===== src/rtl/serial_pkg.sv =====
// Shared types and line levels for the serial parity transmitter.
// Frame controller states, parity tracker states, start/stop line levels.
package serial_pkg;

  typedef enum logic [2:0] {
    IDLE,
    START,
    DATA,
    PARITY,
    STOP
  } tx_state_t;

  typedef enum logic {
    EVEN,
    ODD
  } par_state_t;

  localparam logic START_BIT = 1'b0;
  localparam logic STOP_BIT  = 1'b1;

endpackage


===== src/rtl/parity_tracker.sv =====
// Running parity of a serial bit stream as a two-state EVEN/ODD machine.
// par updates one cycle after en; clear wins over en.
module parity_tracker
  import serial_pkg::*;
(
  input  logic clk,
  input  logic reset,
  input  logic clear,
  input  logic en,
  input  logic bit_in,
  output logic par
);

  par_state_t r_state;
  par_state_t w_state_nxt;

  always_ff @(posedge clk) begin
    if (reset) begin
      r_state <= EVEN;
    end else begin
      r_state <= w_state_nxt;
    end
  end

  always_comb begin
    w_state_nxt = r_state;
    if (clear) begin
      w_state_nxt = EVEN;
    end else if (en && bit_in) begin
      w_state_nxt = (r_state == EVEN) ? ODD : EVEN;
    end
  end

  assign par = (r_state == ODD);

endmodule


===== src/rtl/serial_parity_tx.sv =====
// Frame transmitter: start bit, DATA_W data bits LSB-first, parity bit, stop bit,
// each held BIT_CYCLES cycles. Outputs decode registered state only.
module serial_parity_tx
  import serial_pkg::*;
#(
  parameter int DATA_W     = 8,
  parameter int BIT_CYCLES = 1,
  parameter bit PARITY_ODD = 1'b0
) (
  input  logic              clk,
  input  logic              reset,
  input  logic [DATA_W-1:0] data_in,
  input  logic              valid_in,
  output logic              ready_out,
  output logic              tx_out,
  output logic              busy,
  output logic              done
);

  localparam int              BW          = $clog2(DATA_W + 1);
  localparam logic [15:0]     LP_LAST_CYC = 16'(BIT_CYCLES - 1);
  localparam logic [BW-1:0]   LP_LAST_BIT = BW'(DATA_W - 1);

  tx_state_t         r_state;
  tx_state_t         w_state_nxt;
  logic [DATA_W-1:0] r_shift;
  logic [15:0]       r_cyc;
  logic [BW-1:0]     r_bit;
  logic              r_done;
  logic              w_last_cyc;
  logic              w_hs;
  logic              w_shift_en;
  logic              w_tx;
  logic              w_par;

  assign w_last_cyc = (r_cyc == LP_LAST_CYC);

  always_comb begin
    w_state_nxt = r_state;
    w_hs        = 1'b0;
    w_shift_en  = 1'b0;
    w_tx        = STOP_BIT;
    case (r_state)
      IDLE: begin
        if (valid_in) begin
          w_hs        = 1'b1;
          w_state_nxt = START;
        end
      end
      START: begin
        w_tx = START_BIT;
        if (w_last_cyc) w_state_nxt = DATA;
      end
      DATA: begin
        w_tx = r_shift[0];
        if (w_last_cyc) begin
          w_shift_en = 1'b1;
          if (r_bit == LP_LAST_BIT) w_state_nxt = PARITY;
        end
      end
      PARITY: begin
        w_tx = w_par ^ PARITY_ODD;
        if (w_last_cyc) w_state_nxt = STOP;
      end
      STOP: begin
        w_tx = STOP_BIT;
        if (w_last_cyc) w_state_nxt = IDLE;
      end
      default: w_state_nxt = IDLE;
    endcase
  end

  always_ff @(posedge clk) begin
    if (reset) begin
      r_state <= IDLE;
      r_shift <= '0;
      r_cyc   <= '0;
      r_bit   <= '0;
      r_done  <= 1'b0;
    end else begin
      r_state <= w_state_nxt;
      r_done  <= (r_state == STOP) && w_last_cyc;
      if (w_hs) begin
        r_shift <= data_in;
        r_cyc   <= '0;
        r_bit   <= '0;
      end else if (r_state != IDLE) begin
        // Cycle counter wraps every bit period, including out of STOP.
        r_cyc <= w_last_cyc ? 16'd0 : r_cyc + 16'd1;
        if (w_shift_en) begin
          r_shift <= r_shift >> 1;
          r_bit   <= r_bit + 1'b1;
        end
      end
    end
  end

  parity_tracker u_parity (
    .clk    (clk),
    .reset  (reset),
    .clear  (w_hs),
    .en     (w_shift_en),
    .bit_in (r_shift[0]),
    .par    (w_par)
  );

  assign tx_out    = w_tx;
  assign busy      = (r_state != IDLE);
  assign ready_out = (r_state == IDLE);
  assign done      = r_done;

endmodule


===== config.mk =====
export PLATFORM = sky130hd
export DESIGN_NAME = serial_parity_tx
export DESIGN_NICKNAME = d
export VERILOG_FILES = /design/src/rtl/serial_pkg.sv /design/src/rtl/parity_tracker.sv /design/src/rtl/serial_parity_tx.sv
export SDC_FILE = /design/constraint.sdc
export NUM_CORES = 1
export LEC_CHECK = 0
export BUFFER_PORTS_ARGS = -buffer_cell sky130_fd_sc_hd__buf_2
export CAP_MARGIN = 20
export CORE_MARGIN = 10
export CORE_UTILIZATION = 52
export CTS_BUF_LIST = sky130_fd_sc_hd__clkbuf_4 sky130_fd_sc_hd__clkbuf_8 sky130_fd_sc_hd__clkbuf_16
export CTS_CLUSTER_DIAMETER = 80
export DETAILED_ROUTE_END_ITERATION = 7
export GPL_ROUTABILITY_DRIVEN = 0
export PLACE_DENSITY = 0.71
export SLEW_MARGIN = 20
export SYNTH_ARGS = -nofsm -noshare
export SYNTH_HDL_FRONTEND = slang
export SYNTH_SLANG_ARGS = --single-unit

===== constraint.sdc =====
create_clock -name clk -period 1.5 [get_ports clk]
set_input_delay 0.45 -clock clk [delete_from_list [all_inputs] [get_ports clk]]
set_output_delay 0.45 -clock clk [all_outputs]
set_load 0.1 [all_outputs]

## After elaboration in Yosys (flattened, before gate mapping)

Index checks and enable logic that the tools add are counted.

- Register bits: 33
- Output and inout bits: 4
- Logic and storage cells: 47
- Input port bits: 11

- Reduce and logical (&&, ||, !) cells: 11
- Multiplexer cells: 17
- Equality and inequality tests: 11
- Add/sub/neg operators: 2

Operators with widths:

| cell | number |
|---|---|
| 8-bit 2-to-1 mux | 3 |
| 3-bit 2-to-1 mux | 6 |
| 16-bit by 1-bit adder with 16-bit output (second input constant) | 1 |
| 16-bit zero test | 1 |
| 16-bit 2-to-1 mux | 1 |
| 3-bit one-hot mux with 5 select lines | 1 |
| 2-bit inequality test (second input constant) | 6 |
| 3-bit by 2-bit == test with 1-bit output (second input constant) | 2 |
| 6-bit AND reduction | 1 |
| 1-bit 2-to-1 mux | 5 |
| 4-bit by 1-bit adder with 4-bit output (second input constant) | 1 |
| 4-bit by 3-bit == test with 1-bit output (second input constant) | 1 |
| 2-bit AND reduction | 2 |
| 2-bit nonzero test | 2 |
| 3-bit by 1-bit == test with 1-bit output (second input constant) | 1 |
| 3-bit == test (second input constant) | 1 |
| 3-bit zero test | 1 |
| 1-bit one-hot mux with 3 select lines | 1 |
| 3-bit nonzero test | 1 |
| 1-bit logical AND | 2 |
| 2-bit OR reduction | 1 |

## Depth between registers and ports, before layout

- Depth after elaboration: 6
- Gate-level depth with buffers: 8
- Depth with buffers taken out: 6

## Modules after synthesis

A second synthesis with hierarchy kept.

- Cells, all modules: 194
- Area total of the unflattened synthesis: 1626.6 sq um

By module, submodules not included:

| module | cells each | sequential area each (sq um) | times used | area each (sq um) |
|---|---|---|---|---|
| serial_parity_tx | 190 | 640.6 | 1 | 1576.5 |
| parity_tracker | 4 | 20.0 | 1 | 50.0 |

## Worst setup path before layout

OpenSTA, ideal clock, no wires.

- Kind: register -> register
- From: register r_state[2]
- To: register r_cyc[1]
- Clock period less this slack: 2902 ps
- Stages on the path, launching flop included: 7
- Path buffers: 2
- Required time: 1430 ps
- Library setup time: 70 ps
- Data arrival time: 2833 ps
- Slack: -1402 ps
- Path through: dfxtp_1 buf_2 nor3_4 inv_1 a21o_1 buf_4 a21oi_1

- Longest elaborated chain between the ends: 3
- Elaborated cells between the ends (all ways): 4
- Those cells by class: 1 x mux; 3 x reduce/logical

Ends and longest elaborated chain:

| element | RTL line | text |
|---|---|---|
| start: declaration | serial_parity_tx.sv:24 | `tx_state_t r_state;` |
| start signal: assignment | serial_parity_tx.sv:81 | `r_state <= w_state_nxt;` |
| 3-bit zero test | -- |  |
| named net ready_out | serial_parity_tx.sv:14 | `output logic ready_out,` |
| 1-bit 2-to-1 mux | serial_parity_tx.sv:43 | `case (r_state)` |
| 2-bit OR reduction (no line) | -- |  |
| end signal: assignment | serial_parity_tx.sv:89 | `r_cyc <= w_last_cyc ? 16'd0 : r_cyc + 16'd1;` |
| end: declaration | serial_parity_tx.sv:27 | `logic [15:0] r_cyc;` |

The timed path passes the listed nets, and every way through them passes these cells.
A chain may end at the register's enable or synchronous reset.

## Worst setup path after layout

- From: register r_state[0]
- To: output port busy

- Longest elaborated chain between the ends: 1

Ends and longest elaborated chain:

| element | RTL line | text |
|---|---|---|
| 3-bit nonzero test | serial_parity_tx.sv:108 | `assign busy = (r_state != IDLE);` |
| end: declaration | serial_parity_tx.sv:16 | `output logic busy,` |

No other way between the ends.

==> qor.txt <==
Antenna diodes -> 0
CP arrival -> 1.48 ns
final count of negative-setup-slack endpoints -> 35
total track usage -> 0.207
Simple-Gate Fraction of Synth Area -> 0.283
row count -> 20
CP max FO -> 3
die width -> 75.8 um
ys flop type -> dfxtp_1
Worst slew margin -> 0.735
worst slack, placed -> -0.267 ns
worst vdd ir -> 1360 uV
final setup margin -> -0.434 ns
Post-Synth XOR/XNOR Area -> 0.0488
endpoint class of the critical path -> output pin
number of flops mapped to enable cells by yosys -> 0
clock-pin slew on the worst setup and hold paths -> 0.10 ns
YS warnings -> 0
core area -> 0.00300 sq mm
die footprint -> 0.00574 sq mm
RSZ-0062 raised after global routing -> true
critical path class -> register to output pin
fmax -> 0.517 GHz
post-synthesis sequential area ratio -> 0.409
Area contributors post-synth -> dfxtp_1 41%, a21oi_1 4.6%, nand3_1 4.6%, nor2_1 4.4%, nand2_1 3.3%
post-synth top area share -> 0.409
mapped cell area -> 0.00162 sq mm
CTS tree -> built
Detail Placement HPWL -> 3270 um
Critical Path RT -> 1.05 ns
Synth Register Bits -> 33
DR DRC count -> 0
FFs w/ async S/R, synth -> 0
min cycle time layout -> 1.93 ns
setup TNS -> -7.09 ns
total grt overflow -> 0
crit share post-route -> 1.29
top-level port count -> 15
drt wl/cell -> 23.4 um
failing checks -> negative setup slack
Slew Viols, Final -> 0
Hold WC Path Type -> input port to register
post-route antenna net violation count -> 0
final wirelength -> 7050 um
power density over the cells -> 1690 mW/mm^2
CTS sink cnt -> 33
multiplexer share of the synthesized area -> 0
Yosys top cell by area -> dfxtp_1
# hold bufs at CTS -> 0
worst slew pin tran -> 0.395 ns
via count -> 2036
Critical Path Source Type -> register
gate count of the mapped netlist -> 195
Fin. Hold Viols -> 0
Max Root-Sink Buffers -> 2
DR iter-0 viols -> 276
Synth Net Count -> 209
share of cells above drive strength 1 -> 0.608
syn_area_per_cell -> 8.29 sq um
largest net degree at the start of global routing -> 13
# port buffers -> 14
H-tree levels -> 2
Max-cap violations -> 0
DRT Pass-1 Iters -> 4
Die Y-Extent -> 75.8 um
status -> complete, but fails checks
Post-Synth Adder-Cell Area -> 0.0232
CTS Buf Count -> 5
Initial Util -> 0.538
post-synthesis compound-gate area fraction -> 0.184
overall power -> 4.57 mW
CTS Root Cell -> clkbuf_4
Worst Clk Skew -> 0.00935 ns
clk_lat worst skew -> 0.36 ns
P&R area growth vs syn -> 67.3%
largest family of logic cells by synthesized area -> simple AND/OR/NAND/NOR gates
Layout Cells excl Fill -> 301
first-pass GRT wire length -> 9030 um
initial antenna violation count -> 0
final net count -> 282
Placed Cells -> 272
DR vias/cell -> 6.76
Yosys cell types -> 37
Leak -> 0.989 nW
vias in the first global route -> 1947
kinds of logic (layout without fill, tap and decap cells):
logic type                 after synthesis  count (layout)
DFF                                     33              33
buffers and inverters                   20              93
AOI/OAI and AO/OA                       47              47
and+or+nand+nor                         83              83
adders and majority gates                3               3
xor gates and xnor gates                 9               9
metrics by stage:
stage	util	cell area [sq um]	hold slack (ns)
after floorplan	-	1680	0.447
after global placement	0.691	2080	0.462
after detailed placement	0.691	2080	0.474
after CTS	0.837	2510	0.327
after global routing	0.900	2700	0.335
final	0.900	2700	0.347
cell usage after synthesis (2+ instances only):
cell / count
a21oi_1: 15
a311oi_1: 4
a31oi_1: 4
and4_1: 2
buf_2: 3
clkbuf_1: 7
dfxtp_1: 33
ha_1: 3
inv_1: 8
nand2_1: 14
nand3_1: 15
nand4_1: 3
nand4b_1: 2
nor2_1: 19
nor3_1: 3
nor4_1: 5
o211ai_1: 4
o21ai_0: 9
o31ai_1: 7
or2_2: 2
or3_1: 4
or4_1: 7
xnor2_1: 5
xor2_1: 4
path summary, 6_finish.rpt:
path | startpoint | to | slack (ns) | cells past startpoint
max | r_state[0]$_SDFFE_PP0P_ | busy | -0.43 | 5
min | data_in[7] | r_shift[7]$_SDFFE_PP0P_ | 0.35 | 3
max reg2reg | r_cyc[4]$_SDFFE_PP0P_ | r_cyc[15]$_SDFFE_PP0P_ | -0.34 | 5
min reg2reg | r_shift[1]$_SDFFE_PP0P_ | r_shift[0]$_SDFFE_PP0P_ | 0.50 | 2
layer usage:
layer / routed length (um) / track usage
met3: 589 / 0.0534
met5: 0 / 0
met2: 3560 / 0.373
met4: 461 / 0.144
met1: 2440 / 0.202
layout make-up:
class	instances	area, sq um
flip-flops and latches	33	673
inverters	8	35.0
multi-input cells	142	1220
fillers	124	299
clock buffers	7	58.8
well taps	33	41.3
repair buffers	78	676
registers in the layout, indices dropped and copies added (netlist names):
signal and flops:
r_state 3, u_parity.par 1, r_shift 8, done 1
r_cyc 16, r_bit 4
cells in the final DEF (no fill, tap or decap), drive strengths merged:
cell type,n
o311a,1
a32o,1
nand3,15
nor4,5
or3,5
a21oi,15
or4,7
a21boi,1
xnor2,5
nor4b,1
nor2,19
nand2,14
a311oi,4
clkbuf,7
o21ai,9
dfxtp,33
and4,2
nand4b,2
nor3b,1
nor3,4
and3,1
ha,3
and2,1
nand4,3
or2,2
a31oi,4
xor2,4
buf,78
nand2b,1
inv,8
o211ai,4
a21o,1
o31ai,7
timing repair:
action / in CTS / in global routing
endpoints found under the setup margin: 37 / 36
gates resized for setup: 61 / 44
pin swaps: 48 / 19
buffers inserted: 20 / 3
gates cloned: 1 / 0
power breakdown:
part	leakage, nW	switching (mW)	internal, mW	total (mW)
clock network	0.0348	0.320	0.239	0.559
logic	0.683	1.62	1.27	2.89
registers	0.271	0.123	0.999	1.12
critical path, cell delays in order, from the launching register on:
cell	delay [ns]
dfxtp_4	0.37
buf_4	0.15
nor3_4	0.22
buf_6	0.18
inv_4	0.04
buf_12	0.15
(Power assumes the default switching activity.)
